$ cat src/rtl/burst_line_sequencer_if.sv
// burst_line_sequencer_if: request/response and burst RAM signals of the line sequencer
interface burst_line_sequencer_if #(
  parameter int DEPTH_BITWIDTH = 4,
  parameter int BURST_COUNT = 4
);
  logic req_valid;
  logic req_ready;
  logic req_write;
  logic [DEPTH_BITWIDTH-1:0] req_addr;
  logic [64*BURST_COUNT-1:0] req_wr_line;
  logic rsp_valid;
  logic [64*BURST_COUNT-1:0] rsp_rd_line;
  logic rsp_error;
  logic br_init_calib;
  logic br_busy;
  logic br_cmd;
  logic br_cmd_en;
  logic [DEPTH_BITWIDTH-1:0] br_addr;
  logic [63:0] br_wr_data;
  logic [7:0] br_data_mask;
  logic [63:0] br_rd_data;
  logic br_rd_data_valid;
  modport master (
    output req_valid, req_write, req_addr, req_wr_line, br_init_calib, br_busy, br_rd_data, br_rd_data_valid,
    input req_ready, rsp_valid, rsp_rd_line, rsp_error, br_cmd, br_cmd_en, br_addr, br_wr_data, br_data_mask
  );
  modport slave (
    input req_valid, req_write, req_addr, req_wr_line, br_init_calib, br_busy, br_rd_data, br_rd_data_valid,
    output req_ready, rsp_valid, rsp_rd_line, rsp_error, br_cmd, br_cmd_en, br_addr, br_wr_data, br_data_mask
  );
endinterface

$ cat src/rtl/burst_line_sequencer.sv
// burst_line_sequencer: turns one cache-line request into a single burst RAM command
module burst_line_sequencer #(
  parameter int DEPTH_BITWIDTH = 4,
  parameter int BURST_COUNT = 4,
  parameter int TIMEOUT_CYCLES = 64
) (
  input logic clk,
  input logic rst,
  burst_line_sequencer_if.slave bus
);
  localparam int AW = $clog2(BURST_COUNT);
  localparam int BW = AW + 1;
  localparam int TW = $clog2(TIMEOUT_CYCLES) + 1;
  localparam logic [1:0] IDLE = 2'd0;
  localparam logic [1:0] WRITE = 2'd1;
  localparam logic [1:0] READ = 2'd2;
  localparam logic [1:0] RESP = 2'd3;
  logic [1:0] state;
  logic [BW-1:0] cnt;
  logic [TW-1:0] tmo;
  logic [64*BURST_COUNT-1:0] line;
  logic [64*BURST_COUNT-1:0] line_nxt;
  logic ready_nxt;
  logic accept;
  logic last_beat;
  logic timed_out;
  assign bus.br_data_mask = '0;
  assign ready_nxt = bus.br_init_calib && !bus.br_busy;
  assign accept = bus.req_valid && bus.req_ready;
  assign last_beat = bus.br_rd_data_valid && cnt == BW'(BURST_COUNT - 1);
  assign timed_out = tmo == TW'(TIMEOUT_CYCLES - 1);
  // line buffer with the current read beat merged in, so completion can publish it in the same edge
  always_comb begin
    line_nxt = line;
    if (state == READ && bus.br_rd_data_valid) line_nxt[{cnt[AW-1:0], 6'd0} +: 64] = bus.br_rd_data;
  end
  // request acceptance, beat sequencing, read collection with timeout, and the response pulse
  always_ff @(posedge clk or posedge rst) begin
    if (rst) begin
      state <= IDLE;
      cnt <= '0;
      tmo <= '0;
      line <= '0;
      bus.req_ready <= 1'b0;
      bus.rsp_valid <= 1'b0;
      bus.rsp_error <= 1'b0;
      bus.rsp_rd_line <= '0;
      bus.br_cmd <= 1'b0;
      bus.br_cmd_en <= 1'b0;
      bus.br_addr <= '0;
      bus.br_wr_data <= '0;
    end else begin
      bus.br_cmd_en <= 1'b0;
      bus.rsp_valid <= 1'b0;
      case (state)
        IDLE: begin
          bus.req_ready <= accept ? 1'b0 : ready_nxt;
          if (accept) begin
            state <= bus.req_write ? WRITE : READ;
            bus.br_cmd_en <= 1'b1;
            bus.br_cmd <= bus.req_write;
            bus.br_addr <= bus.req_addr & ~DEPTH_BITWIDTH'(BURST_COUNT - 1);
            bus.br_wr_data <= bus.req_write ? bus.req_wr_line[63:0] : bus.br_wr_data;
            line <= bus.req_write ? bus.req_wr_line : '0;
            cnt <= bus.req_write ? BW'(1) : '0;
            tmo <= '0;
          end
        end
        WRITE: begin
          if (cnt == BW'(BURST_COUNT)) begin
            state <= RESP;
            bus.rsp_valid <= 1'b1;
            bus.rsp_error <= 1'b0;
          end else begin
            bus.br_wr_data <= line[{cnt[AW-1:0], 6'd0} +: 64];
            cnt <= cnt + BW'(1);
          end
        end
        READ: begin
          tmo <= tmo + TW'(1);
          line <= line_nxt;
          cnt <= bus.br_rd_data_valid ? cnt + BW'(1) : cnt;
          if (last_beat || timed_out) begin
            state <= RESP;
            bus.rsp_valid <= 1'b1;
            bus.rsp_error <= !last_beat;
            bus.rsp_rd_line <= line_nxt;
          end
        end
        RESP: begin
          state <= IDLE;
          bus.req_ready <= ready_nxt;
        end
      endcase
    end
  end
endmodule
$ cat src/flat_wrapper.sv
// flat-port wrapper written by rule: the top's interface ports become plain ports
module burst_line_sequencer_flat 
#(
  parameter int DEPTH_BITWIDTH = 4,
  parameter int BURST_COUNT = 4,
  parameter int TIMEOUT_CYCLES = 64
)
  (clk, rst, bus_req_valid, bus_req_write, bus_req_addr, bus_req_wr_line, bus_br_init_calib, bus_br_busy, bus_br_rd_data, bus_br_rd_data_valid, bus_req_ready, bus_rsp_valid, bus_rsp_rd_line, bus_rsp_error, bus_br_cmd, bus_br_cmd_en, bus_br_addr, bus_br_wr_data, bus_br_data_mask);
  burst_line_sequencer_if #(.DEPTH_BITWIDTH(DEPTH_BITWIDTH), .BURST_COUNT(BURST_COUNT)) bus_i ();
  input logic clk;
  input logic rst;
  input wire logic [$bits(bus_i.req_valid)-1:0] bus_req_valid;
  input wire logic [$bits(bus_i.req_write)-1:0] bus_req_write;
  input wire logic [$bits(bus_i.req_addr)-1:0] bus_req_addr;
  input wire logic [$bits(bus_i.req_wr_line)-1:0] bus_req_wr_line;
  input wire logic [$bits(bus_i.br_init_calib)-1:0] bus_br_init_calib;
  input wire logic [$bits(bus_i.br_busy)-1:0] bus_br_busy;
  input wire logic [$bits(bus_i.br_rd_data)-1:0] bus_br_rd_data;
  input wire logic [$bits(bus_i.br_rd_data_valid)-1:0] bus_br_rd_data_valid;
  output wire logic [$bits(bus_i.req_ready)-1:0] bus_req_ready;
  output wire logic [$bits(bus_i.rsp_valid)-1:0] bus_rsp_valid;
  output wire logic [$bits(bus_i.rsp_rd_line)-1:0] bus_rsp_rd_line;
  output wire logic [$bits(bus_i.rsp_error)-1:0] bus_rsp_error;
  output wire logic [$bits(bus_i.br_cmd)-1:0] bus_br_cmd;
  output wire logic [$bits(bus_i.br_cmd_en)-1:0] bus_br_cmd_en;
  output wire logic [$bits(bus_i.br_addr)-1:0] bus_br_addr;
  output wire logic [$bits(bus_i.br_wr_data)-1:0] bus_br_wr_data;
  output wire logic [$bits(bus_i.br_data_mask)-1:0] bus_br_data_mask;
  assign bus_i.req_valid = bus_req_valid;
  assign bus_i.req_write = bus_req_write;
  assign bus_i.req_addr = bus_req_addr;
  assign bus_i.req_wr_line = bus_req_wr_line;
  assign bus_i.br_init_calib = bus_br_init_calib;
  assign bus_i.br_busy = bus_br_busy;
  assign bus_i.br_rd_data = bus_br_rd_data;
  assign bus_i.br_rd_data_valid = bus_br_rd_data_valid;
  assign bus_req_ready = bus_i.req_ready;
  assign bus_rsp_valid = bus_i.rsp_valid;
  assign bus_rsp_rd_line = bus_i.rsp_rd_line;
  assign bus_rsp_error = bus_i.rsp_error;
  assign bus_br_cmd = bus_i.br_cmd;
  assign bus_br_cmd_en = bus_i.br_cmd_en;
  assign bus_br_addr = bus_i.br_addr;
  assign bus_br_wr_data = bus_i.br_wr_data;
  assign bus_br_data_mask = bus_i.br_data_mask;
  burst_line_sequencer #(.DEPTH_BITWIDTH(DEPTH_BITWIDTH), .BURST_COUNT(BURST_COUNT), .TIMEOUT_CYCLES(TIMEOUT_CYCLES)) u_core (.clk(clk), .rst(rst), .bus(bus_i));
endmodule
$ cat config.mk
export PLATFORM = sky130hd
export DESIGN_NAME = burst_line_sequencer_flat
export DESIGN_NICKNAME = d
export VERILOG_FILES = /design/src/rtl/burst_line_sequencer_if.sv /design/src/rtl/burst_line_sequencer.sv /design/src/flat_wrapper.sv
export SDC_FILE = /design/constraint.sdc
export NUM_CORES = 2
export LEC_CHECK = 0
export BUFFER_PORTS_ARGS = -buffer_cell sky130_fd_sc_hd__buf_4
export CAP_MARGIN = 20
export CORE_AREA = 4 4 258 260
export DETAILED_ROUTE_END_ITERATION = 16
export DIE_AREA = 0 0 262 264
export GPL_TIMING_DRIVEN = 0
export PLACE_DENSITY = 0.73
export RECOVER_POWER = 25
export SYNTH_ARGS = -nofsm -noshare
export SYNTH_HDL_FRONTEND = slang
export SYNTH_SLANG_ARGS = --single-unit
$ cat constraint.sdc
create_clock -name clk -period 17.9 [get_ports clk]
set_input_delay 2.685 -clock clk [delete_from_list [all_inputs] [get_ports clk]]
set_output_delay 2.685 -clock clk [all_outputs]
set_load 0.05 [all_outputs]
==> reports/summary.md <==
The flow ran to the end, but the final reports show violations. The final reports fail on capacitance limit, slew limit. Excluding fillers, the count of instances in the completed layout stands at 4736. TritonCTS built the clock tree. The critical path is of the primary input to async pin type.

In the final routed layout, each cell accounts on average for 30.1 um. In this run the critical register-to-register path is captured at u_core.line[73]$_DFFE_PP0P_. The tools report the launching element of the worst setup path as rst.

The synthesized netlist contains 45 unique library cells. Yosys mapped a number of flops with a built-in enable equal to 0. The pin count of the biggest net entering global routing is 43. In this run the clock root is driven by a sky130_fd_sc_hd__clkbuf_16. Setup repair after global routing left no endpoint under its margin. After detailed routing, the total wire length is 143000 um. The count of mapped cells out of synthesis came out at 3048. STA classifies the critical path startpoint as a primary input.

The library cell used most frequently in the layout, excluding fill and tap cells, is sky130_fd_sc_hd__buf_4. The tools report the initial cell density of the core as 46.9%. The areal power density over the cells is 235 nW/um^2, and the final hold violation count is 0.

After clock tree synthesis, the setup repair step added 0 buffers. The global-route usage over all layers was 39.6%; the hold buffer count at cts was 0. The worst-case IR drop observed on VDD is 141 uV. The pre-antenna-repair detailed-routing pass consisted of 6 iterations. Routability-driven placement finished with a final weighted congestion of 0.979. The maximum clock frequency came out at 108 MHz. The synthesized area divided by synthesized cell count is 9.86 um^2, and the core area is 64100 um^2. In the final design database the tool counted 4151 nets. For the finished layout, the period the worst path requires is 9.28 ns. Setup total negative slack on the finished layout was measured at 0 ns. Vertical extent of the die: 264 um. After legalization and detailed placement, the total HPWL measured 108000 um. Along the worst path, the maximum fanout reaches 40. In this run the remaining antenna-violating nets after routing total 0. In this run the deepest clock path goes through 3 buffers.

STA puts the critical path data required time at 18.15 ns. The growth of design area from synthesis to finish is 28.6%. The tools report the worst flop-to-flop path startpoint as u_core.cnt[0]$_DFFE_PP0P_.

On the final layout, the worst clock skew is 0.0356 ns. The share of synthesized flip-flops with an asynchronous set or reset came out at 100%. The first global-routing pass estimated 203000 um of wire. The H-tree was split into 3 levels. After global routing the overflow that remains totals 0. The fraction of the cycle the final worst path needs is 51.8%, and the minimum setup slack among reg-to-reg paths is 12.94 ns.

For the worst setup path, the data arrival time is 9.53 ns. For the leakage power of the design, the log shows 18.8 nW. The number of clock buffers inserted by TritonCTS came out at 67. Leaving out fill and tap cells, the most frequent cells in the layout are sky130_fd_sc_hd__buf_4, sky130_fd_sc_hd__dfrtp_1, sky130_fd_sc_hd__nor2_1. Yosys printed 0 warnings.

After clock tree synthesis, the clock-pin slew on the worst setup and hold paths is 0.06 ns. The length in cells of the worst reg-to-reg path was 12; the transition time at the pin with the least slew margin was 2.30 ns. The proportion of layout cells with a drive suffix above 1 is 27.5%. The tools report the type of element capturing the critical path as an async pin. The worst hold path belongs to the class flip-flop to flip-flop. In this run, post-CTS repair resized a total of 0 instances. The detailed router finished its first iteration with 4291 violations. The die is 262 um wide. Most frequently used flop master after synthesis: sky130_fd_sc_hd__dfrtp_1. Total I/O pin count: 668. The clock latency at the later pin of the worst-skew pair is 0.63 ns. The number of standard-cell rows in the floorplan was 93.

Setup violations remaining at the end of the flow were counted as 0. The fill cell total of the finished layout was 5576. In this run, placement finished with an instance count of 4593.

The count of input and output buffers is 655, and the total die area is 69200 um^2. The post-detailed-route DRC marker count came out at 0. The tool flagged a number of max-cap violations equal to 11. Counting flops and latches in the post-synthesis netlist gives 595.

Number of global-route vias before repair: 30000. After synthesis the cells add up to 30100 um^2. The number of antenna violations at the first check in global routing was 21; the headroom to the max-slew limit was -53.2%. The final max-slew violation count is 403, and the total number of clock tree sinks is 595. The logs give 30800 for the via count and 49.5% for the fraction of the yosys area taken by sequential cells.

The number of vias per cell works out to 6.50. The critical path ends at u_core.bus.rsp_rd_line[26]$_DFFE_PP0P_.
==> sequential cells by signal, summed over array words and instances, names as in the netlist <==
signal                  flops
u_core.bus.br_addr          2
u_core.bus.br_cmd           1
u_core.bus.br_cmd_en        1
u_core.bus.br_wr_data      64
u_core.bus.req_ready        1
u_core.bus.rsp_error        1
u_core.bus.rsp_rd_line    256
u_core.bus.rsp_valid        1
u_core.cnt                  3
u_core.line               256
u_core.state                2
u_core.tmo                  7
==> stage by stage <==
step	cell area [um^2]	utilization (%)	power [mW]	hold WS (ns)	setup WS [ns]
floorplan	30100	-	5.71	0.476	7.10
global placement	36100	56.3	7.45	0.489	3.34
detailed placement	36600	57.0	7.55	0.497	12.64
CTS	38800	60.5	8.97	0.510	13.06
global route	38600	60.3	9.42	0.515	7.45
finish	38700	60.3	9.09	0.505	8.62
==> cell type report <==
class                           instances  area (um^2)  share of cell area, %
Inverter                               73          275                  0.712
Tap cell                              855         1070                   2.77
Clock inverter                         19          161                  0.417
Multi-Input combinational cell       2064        13500                   35.0
Antenna cell                           21         52.6                  0.136
Buffer                                325         1390                   3.60
Clock buffer                          101         2060                   5.32
Timing Repair Buffer                  683         5230                   13.5
Sequential cell                       595        14900                   38.5
==> power by group <==
part	internal, mW	switching [mW]
registers	2.01	0.550
logic	1.64	3.48
clock network	0.811	0.600
==> logic make-up after synthesis <==
group / share of synthesized area (%)
simple gates: 14.2
compound gates: 21.6
fa+ha+maj: 0.458
xor+xnor: 0.175
flops: 49.5
buf+inv: 5.54
mux: 8.50
other cells: 0.0125
==> critical path, cell delays in order <==
cell                         delay (ns)
sky130_fd_sc_hd__clkbuf_4          0.11
sky130_fd_sc_hd__clkinvlp_2        0.31
sky130_fd_sc_hd__clkbuf_1          1.30
sky130_fd_sc_hd__clkbuf_1          1.59
sky130_fd_sc_hd__clkbuf_1          1.71
sky130_fd_sc_hd__clkbuf_1          1.73
==> worst min-delay path by stage <==
stage / start / endpoint / cells after the start
6_report: u_core.bus.rsp_rd_line[14]$_DFFE_PP0P_ / u_core.bus.rsp_rd_line[14]$_DFFE_PP0P_ / 1
5_1_grt: u_core.bus.rsp_rd_line[16]$_DFFE_PP0P_ / u_core.bus.rsp_rd_line[16]$_DFFE_PP0P_ / 1
4_1_cts: u_core.bus.rsp_rd_line[230]$_DFFE_PP0P_ / u_core.bus.rsp_rd_line[230]$_DFFE_PP0P_ / 1
3_5_place_dp: u_core.bus.rsp_rd_line[40]$_DFFE_PP0P_ / u_core.bus.rsp_rd_line[40]$_DFFE_PP0P_ / 1
3_3_place_gp: u_core.line[152]$_DFFE_PP0P_ / u_core.line[152]$_DFFE_PP0P_ / 1
2_1_floorplan: u_core.line[221]$_DFFE_PP0P_ / u_core.line[221]$_DFFE_PP0P_ / 1
==> synthesized netlist by cell type (2+ instances only) <==
library cell | n | share of area [%]
sky130_fd_sc_hd__nand2_1 | 21 | 0.26
sky130_fd_sc_hd__a221oi_1 | 102 | 3.0
sky130_fd_sc_hd__dfrtp_1 | 595 | 50
sky130_fd_sc_hd__a32o_1 | 38 | 1.3
sky130_fd_sc_hd__xor2_1 | 2 | 0.058
sky130_fd_sc_hd__nor2b_1 | 69 | 1.4
sky130_fd_sc_hd__clkbuf_1 | 196 | 2.4
sky130_fd_sc_hd__and3_1 | 156 | 3.2
sky130_fd_sc_hd__nor4bb_1 | 2 | 0.067
sky130_fd_sc_hd__buf_4 | 15 | 0.37
sky130_fd_sc_hd__nand3_1 | 13 | 0.22
sky130_fd_sc_hd__a21oi_1 | 287 | 4.8
sky130_fd_sc_hd__a211o_1 | 155 | 4.5
sky130_fd_sc_hd__a31oi_1 | 4 | 0.083
sky130_fd_sc_hd__nand2b_1 | 4 | 0.083
sky130_fd_sc_hd__mux2_2 | 170 | 6.4
sky130_fd_sc_hd__a211oi_1 | 3 | 0.075
sky130_fd_sc_hd__mux2i_1 | 64 | 2.1
sky130_fd_sc_hd__o21ai_0 | 7 | 0.12
sky130_fd_sc_hd__and4b_1 | 3 | 0.10
sky130_fd_sc_hd__nand4_1 | 64 | 1.3
sky130_fd_sc_hd__ha_1 | 11 | 0.46
sky130_fd_sc_hd__nor2_1 | 582 | 7.3
sky130_fd_sc_hd__and2_1 | 3 | 0.062
sky130_fd_sc_hd__o22ai_1 | 64 | 1.3
sky130_fd_sc_hd__buf_2 | 91 | 1.5
sky130_fd_sc_hd__buf_1 | 23 | 0.29
sky130_fd_sc_hd__o2bb2ai_1 | 64 | 1.9
sky130_fd_sc_hd__inv_1 | 72 | 0.90
sky130_fd_sc_hd__xnor2_1 | 4 | 0.12
sky130_fd_sc_hd__a32oi_1 | 150 | 4.4
==> per-layer routing <==
metal | part of all wire [%] | vias up | wire length (um) | track usage [%]
met3 | 12 | 482 | 16400 | 10.4
met1 | 37 | 15200 | 52800 | 51.4
li1 | - | 12800 | - | -
met5 | 0.023 | - | 33 | 0
met4 | 6.7 | 6 | 9500 | 22.6
met2 | 45 | 2351 | 63800 | 60.1
Power figures use the tool's default switching activity.
